[config.mk]
export PLATFORM = sky130hd
export DESIGN_NAME = sdm_ratio_meas
export DESIGN_NICKNAME = d
export VERILOG_FILES = /design/src/rtl/sdm_ratio_meas.sv
export SDC_FILE = /design/constraint.sdc
export NUM_CORES = 1
export LEC_CHECK = 0
export CAP_MARGIN = 20
export CORE_MARGIN = 2
export CORE_UTILIZATION = 52
export DETAILED_ROUTE_END_ITERATION = 8
export PLACE_DENSITY = 0.73
export REMOVE_ABC_BUFFERS = 1
export SETUP_SLACK_MARGIN = 0.15
export SYNTH_ARGS = -nofsm -noshare
export SYNTH_HDL_FRONTEND = slang
export SYNTH_SLANG_ARGS = --single-unit
[constraint.sdc]
create_clock -name clk -period 3.7 [get_ports clk]
set_clock_uncertainty 0.1 [all_clocks]
set_input_delay 0.74 -clock clk [delete_from_list [all_inputs] [get_ports clk]]
set_output_delay 0.74 -clock clk [all_outputs]
set_load 0.02 [all_outputs]
[src/rtl/sdm_ratio_meas.sv]
// sdm_ratio_meas: recovers the programmed fractional-N ratio N.frac from the
// per-divider-cycle modulus stream of the sigma-delta modulator by summing a
// power-of-two number of samples and reading the sum as a fixed-point value.
// Window length is 2^(FRAC_W+win_sel) samples, latched when a run starts.
// Optional feature: define SDM_RATIO_MEAS_RANGE_CHK_EN to add min/max tracking
// of the accepted modulus values and a spread error flag.
module sdm_ratio_meas #(
    parameter int MPR_W  = 6,
    parameter int FRAC_W = 10,
    parameter int WSEL_W = 2
) (
    input  logic              clk,
    input  logic              rst,
    input  logic              start,
    input  logic              abort,
    input  logic [WSEL_W-1:0] win_sel,
    input  logic [MPR_W-1:0]  mpr_i,
    input  logic              mpr_vld,
    output logic              busy,
    output logic              done,
    output logic [MPR_W-1:0]  n_o,
    output logic [FRAC_W-1:0] frac_o
`ifdef SDM_RATIO_MEAS_RANGE_CHK_EN
    ,
    output logic [MPR_W-1:0]  mpr_min_o,
    output logic [MPR_W-1:0]  mpr_max_o,
    output logic              range_err
`endif
);

    // Largest window exponent offset; sizes the sum and the sample counter.
    localparam int WS_MAX = (1 << WSEL_W) - 1;
    // Sum of 2^(FRAC_W+WS_MAX) samples of MPR_W bits cannot exceed this width.
    localparam int ACC_W  = MPR_W + FRAC_W + WS_MAX;
    // The counter wraps to zero on the final sample of the longest window,
    // so the terminal test compares against window length minus one.
    localparam int CNT_W  = FRAC_W + WS_MAX;

    localparam logic [CNT_W:0] WIN_ONE = {{CNT_W{1'b0}}, 1'b1};

    typedef enum logic [1:0] {
        S_IDLE = 2'd0,
        S_ACQ  = 2'd1,
        S_DONE = 2'd2
    } state_t;

    state_t              state_q;
    logic [WSEL_W-1:0]   ws_q;
    logic [ACC_W-1:0]    acc_q;
    logic [ACC_W-1:0]    acc_d;
    logic [CNT_W-1:0]    cnt_q;
    logic [CNT_W-1:0]    cnt_d;
    logic [CNT_W:0]      win_len;
    logic                last_sample;
    logic                busy_q;
    logic                done_q;
    logic [MPR_W-1:0]    n_q;
    logic [MPR_W-1:0]    n_d;
    logic [FRAC_W-1:0]   frac_q;
    logic [FRAC_W-1:0]   frac_d;

    // Next-value datapath: running sum, sample count, end-of-window detect and
    // the truncated integer/fraction fields of the sum including this sample.
    always_comb begin
        // NOTE: every signal of this block is assigned unconditionally first,
        // so no path through it can leave a value held and infer a latch.
        acc_d       = acc_q + ACC_W'(mpr_i);
        cnt_d       = cnt_q + CNT_W'(1);
        win_len     = WIN_ONE << (FRAC_W + int'(ws_q));
        last_sample = mpr_vld && (cnt_q == CNT_W'(win_len - WIN_ONE));
        // Binary point of the sum sits FRAC_W+ws bits up; drop the low ws bits.
        n_d         = MPR_W'(acc_d >> (FRAC_W + int'(ws_q)));
        frac_d      = FRAC_W'(acc_d >> ws_q);
    end

    // Measurement sequencer with registered busy/done and result outputs.
    always_ff @(posedge clk) begin
        // NOTE: state is updated with non-blocking assignments so every
        // register samples the pre-edge values regardless of statement order.
        if (rst) begin
            state_q <= S_IDLE;
            ws_q    <= '0;
            acc_q   <= '0;
            cnt_q   <= '0;
            busy_q  <= 1'b0;
            done_q  <= 1'b0;
            n_q     <= '0;
            frac_q  <= '0;
        end else begin
            done_q <= 1'b0;
            case (state_q)
                S_IDLE: begin
                    // abort carries no meaning here, so start always wins.
                    if (start) begin
                        state_q <= S_ACQ;
                        busy_q  <= 1'b1;
                        ws_q    <= win_sel;
                        acc_q   <= '0;
                        cnt_q   <= '0;
                    end
                end
                S_ACQ: begin
                    // abort outranks a simultaneous final sample; results hold.
                    if (abort) begin
                        state_q <= S_IDLE;
                        busy_q  <= 1'b0;
                    end else if (mpr_vld) begin
                        acc_q <= acc_d;
                        cnt_q <= cnt_d;
                        if (last_sample) begin
                            state_q <= S_DONE;
                            busy_q  <= 1'b0;
                            done_q  <= 1'b1;
                            n_q     <= n_d;
                            frac_q  <= frac_d;
                        end
                    end
                end
                S_DONE: begin
                    // Single-cycle result strobe; start and abort are ignored.
                    state_q <= S_IDLE;
                end
                default: begin
                    state_q <= S_IDLE;
                    busy_q  <= 1'b0;
                end
            endcase
        end
    end

    assign busy   = busy_q;
    assign done   = done_q;
    assign n_o    = n_q;
    assign frac_o = frac_q;

`ifdef SDM_RATIO_MEAS_RANGE_CHK_EN
    // A MASH-1-1-1 modulator never spreads the modulus by more than 7.
    localparam logic [MPR_W-1:0] SPREAD_MAX = MPR_W'(7);

    logic [MPR_W-1:0] min_q;
    logic [MPR_W-1:0] min_d;
    logic [MPR_W-1:0] max_q;
    logic [MPR_W-1:0] max_d;
    logic [MPR_W-1:0] spread_d;
    logic [MPR_W-1:0] mpr_min_q;
    logic [MPR_W-1:0] mpr_max_q;
    logic             range_err_q;

    // Running extremes including the current sample, and their spread.
    always_comb begin
        min_d    = (mpr_i < min_q) ? mpr_i : min_q;
        max_d    = (mpr_i > max_q) ? mpr_i : max_q;
        spread_d = max_d - min_d;
    end

    // Track extremes of accepted samples; publish them with the ratio result.
    always_ff @(posedge clk) begin
        if (rst) begin
            min_q       <= '0;
            max_q       <= '0;
            mpr_min_q   <= '0;
            mpr_max_q   <= '0;
            range_err_q <= 1'b0;
        end else begin
            case (state_q)
                S_IDLE: begin
                    if (start) begin
                        min_q <= '1;
                        max_q <= '0;
                    end
                end
                S_ACQ: begin
                    if (!abort && mpr_vld) begin
                        min_q <= min_d;
                        max_q <= max_d;
                        if (last_sample) begin
                            mpr_min_q   <= min_d;
                            mpr_max_q   <= max_d;
                            range_err_q <= (spread_d > SPREAD_MAX);
                        end
                    end
                end
                default: begin
                end
            endcase
        end
    end

    assign mpr_min_o = mpr_min_q;
    assign mpr_max_o = mpr_max_q;
    assign range_err = range_err_q;
`endif

endmodule

---- Yosys cells after proc, flatten, opt, wreduce, memory -nomap -nowiden ----
Cells that the tools add are included.
storage, ports and cells
  register bits after elaboration ......... 54
  input port bits ......................... 13
  output and inout bits ................... 18
  logic and storage cells ................. 55
cells by class
  add/sub/neg operators ................... 4
  equality and inequality tests ........... 8
  shift-type cells ........................ 3
  mux-type cells .......................... 19
  bitwise operators ....................... 4
  reduce and logical (&&, ||, !) cells .... 9
operators with widths
  kind                                                 count
  2-to-1 mux 19 bit                                    3
  2-to-1 mux 13 bit                                    3
  case mux 19 bit (2 select lines)                     1
  case mux 13 bit (2 select lines)                     1
  adder 19 x 6 -> 19 bit                               1
  right shift 19 x 2 -> 10 bit                         1
  right shift 19 x 5 -> 6 bit                          1
  adder 13 x 1 -> 13 bit, second input constant        1
  equality test 13 bit                                 1
  << shifter 1 x 5 -> 13 bit, first input constant     1
  subtractor 13 x 1 -> 13 bit, second input constant   1
  AND reduction 4 bit                                  3
  2-to-1 mux 2 bit                                     4
  inequality test 2 bit, second input constant         3
  inequality test 3 bit, second input constant         2
  adder 4 x 2 -> 5 bit, first input constant           1
  2-to-1 mux 1 bit                                     5
  inverter 1 bit                                       4
  case mux 2 bit (2 select lines)                      1
  OR reduction 4 bit                                   1
  case mux 1 bit (3 select lines)                      1
  AND reduction 3 bit                                  1
  equality test 2 x 1 -> 1 bit, second input constant  1
  equality test 2 bit, second input constant           1
  4 further kinds                                      4

---- Logic depth before layout (Yosys ltp) ----
  word-level depth ........................ 9
  mapped depth ............................ 9
  depth with buffers taken out ............ 8

---- Worst setup path after synthesis ----
OpenSTA, ideal clock, no wires.
  path type ............................... input to register
  start ................................... input mpr_i[0]
  end ..................................... register n_q[4], in the netlist n_o[4]
  library setup time ...................... 0.116 ns
  arrival ................................. 2.843 ns
  required time ........................... 3.484 ns
  setup slack ............................. 0.641 ns
  stages .................................. 9
  path buffers ............................ 1
  cell sequence ........................... ha_1 -> fa_1 -> a21o_1 -> a221oi_2 -> buf_2 -> nor2_1 -> xor2_1 -> mux2_2 -> o211a_1
on the way
  word-level cells in the longest chain between the ends .. 2
ends and longest elaborated chain
  element                      line  source
  start: declaration           17    input logic [MPR_W-1:0] mpr_i,
  adder 19 x 6 -> 19 bit       67    acc_d = acc_q + ACC_W'(mpr_i);
  right shift 19 x 5 -> 6 bit  72    n_d = MPR_W'(acc_d >> (FRAC_W + int'(ws_q)));
  end signal: assignment       114   n_q <= n_d;
  end: declaration             57    logic [MPR_W-1:0] n_q;
No other way between the ends.
A chain may end at the register's enable or synchronous reset.

---- Worst setup path after layout ----
  start ................................... input mpr_i[0]
  end ..................................... register n_q[0], in the netlist n_o[0]
The elaborated chain is that of the path after synthesis.

==> reports/metrics.cfg <==
[yosys]
ys_seq_area_frac = 0.318
synthXorXnorAreaFrac = 0.0744
yosys-top-cells-area = dfxtp_1 32%, nor2_1 6.0%, xor2_1 4.1%, mux2i_1 3.5%, a21oi_1 3.2%
synth_edf_count = 0
postSynth.asyncResetShare = 0
synth_top_area_frac = 0.318
synth_top_family_by_area = simple AND/OR/NAND/NOR gates
yosys_register_bits = 54
synth.avg_cell_area_um2 = 8.41
synthAdderAreaFrac = 0.0317
synth_top_cell_by_area = dfxtp_1
ys_dominant_reg_cell = dfxtp_1
syn_area_um2 = 3400
ys_warn_count = 0
muxShareOfSynthArea = 0.0752
netlist_instances = 404
synth_compound_area_frac = 0.211
ys_types = 69
yosys.area_share.simple = 0.225

[timing]
worst_pin_slew_ns = 0.829
max_freq_ghz = 0.311
period_minus_slack_ns = 3.21
setup_tns_ns = 0
slew_viol_final = 0
rsz0062_at_grt = no
setup_viol = 0
fin_crit_sh = 0.869
slew_headroom = 0.447
hold_violations = 0

[clock_tree]
insertion_delay_ns = 0.32
ctsHoldBuffers = 0
clk_path_buf_depth = 2
cts_buffers = 5
cts-root-buf = clkbuf_8
post-cts-setup-buffer-count = 0
cts_resized = 0
clkSinkCount = 54
clk_pin_slew_worst_paths_ns = 0.10
cts_max_level = 2
cts_tree = built

[route]
vias_per_cell = 6.28
routed_wl_um = 8310
drt_first_pass_iters = 5
vias = 3128
drcViolationCount = 0
postRouteAntennaNets = 0
drt_iter0_markers = 272
wl_per_cell_um = 16.7

[critical_path]
critPathKind = input port to flip-flop
worstPathArrival_ns = 3.37
required_ns = 3.86
worst-path-max-fanout = 13
worst_setup_path_start_kind = input port
cp-end-kind = flip-flop

[finish]
drive_above_1_share = 0.107
layout.nets = 441
fin_area_um2 = 3780
n_antenna_cell = 0
finalNonFillerCells = 498
syn_to_final_growth_pct = 11.4
final_util = 0.596

[die]
fp-row-count = 29
ios = 31
start_util = 0.535
die_h_um = 84.8
core_um2 = 6350
die_width_um = 84.8
dieArea_um2 = 7190

[power_and_ir_drop]
fin_total_pwr_mw = 1.07
p_per_area_nw_per_um2 = 283
leakage_nw = 1.38
peakVddDrop_v = 0.000245

[global_routing]
grt_max_degree = 34
antenna_found_initial = 0
grt_use_total = 0.237
grt_overflow_total = 0
grt_pass1_vias = 2877
grt_first_pass_wirelength_um = 13900

[placement]
portBuffers = 30
placedCellCount = 490
hpwl_um = 6020
place.gp.congestion = 0.908
postPlaceCellArea_um2 = 3690

[min_path]
hp-class = flip-flop to flip-flop

[job]
maxCapViolCount = 0

[run_status]
status = complete, no violations

## worst paths after layout
kind         startpoint  slack (ns)  cells after the start     end
min              n_o[3]        0.38                      2  n_o[3]
max reg2reg    acc_q[0]        1.00                      9  n_o[0]
min reg2reg      n_o[3]        0.38                      2  n_o[3]
max            mpr_i[0]        0.49                     10  n_o[0]
## area by class of cell
type,count,area (µm²)
fill,549,2570
multi-input combinational,308,2090
sequential,54,1080
timing repair buffer,41,383
tap,77,96.3
clock buffer,5,68.8
inverter,10,37.5
clock inverter,3,21.3
## worst max-delay path, stage by stage
cell and delay [ns]:
clkdlybuf4s50_1 0.41, ha_1 0.24, fa_1 0.40, a21o_1 0.24
a221oi_2 0.23, buf_4 0.24, nor2_1 0.09, xnor2_1 0.15
mux4_2 0.49, a21oi_2 0.14
## metrics by stage
step / setup slack [ns] / hold slack [ns]
final: 0.486 / 0.377
after global routing: 0.332 / 0.403
after CTS: 0.518 / 0.377
after detailed placement: 0.186 / 0.355
after global placement: 0.219 / 0.345
after floorplan: 0.427 / 0.379
## state kept, by name, indices dropped and copies added (netlist names)
register,flops
n_o,6
done,1
busy,1
state_q,2
frac_o,10
ws_q,2
acc_q,19
cnt_q,13
## power by group
part | leakage [nW] | total [mW] | switching [mW] | internal [mW]
Sequential | 0.436 | 0.590 | 0.00467 | 0.585
Combinational | 0.902 | 0.141 | 0.0852 | 0.0560
Clock | 0.0441 | 0.339 | 0.205 | 0.134
Total | 1.38 | 1.07 | 0.295 | 0.775
## placed cells by master (no fill, tap or decap), types with 11 or more instances in the layout
cell type	Yosys	layout
mux2i_1	12	12
nor2_1	54	54
nand3_1	19	19
o21ai_0	16	16
a21oi_1	22	22
dfxtp_1	54	54
xor2_1	16	16
clkdlybuf4s50_1	0	30
nand2_1	21	21
buf_4	3	11
xnor2_1	11	11
## cell usage after synthesis, types with 5 or more instances
cell and n:
a211oi_1 7, a21oi_1 22, a31oi_1 6, dfxtp_1 54, a21o_1 7, nor2_1 54, nand2_1 21, xnor2_1 11
nor3_1 9, and3_1 6, nand3_1 19, inv_1 9, clkbuf_1 19, mux2i_1 12, o21ai_0 16, nand4_1 9
a22oi_1 9, or4_1 5, xor2_1 16, ha_1 7
## routing by layer
metal	wire length, µm	up-vias	GRT usage
li1	-	1516	-
met1	3930	1450	0.343
met2	3650	146	0.369
met3	597	16	0.0418
met4	136	0	0.0563
met5	0	-	0
## cell families after synthesis
logic type / Yosys count
buffers and inverters: 42
multiplexers: 20
flip-flops: 54
AO/OA/AOI/OAI: 102
AND/OR/NAND/NOR: 150
XOR/XNOR: 28
adder cells (fa/ha/maj): 8
(Power assumes the default switching activity.)
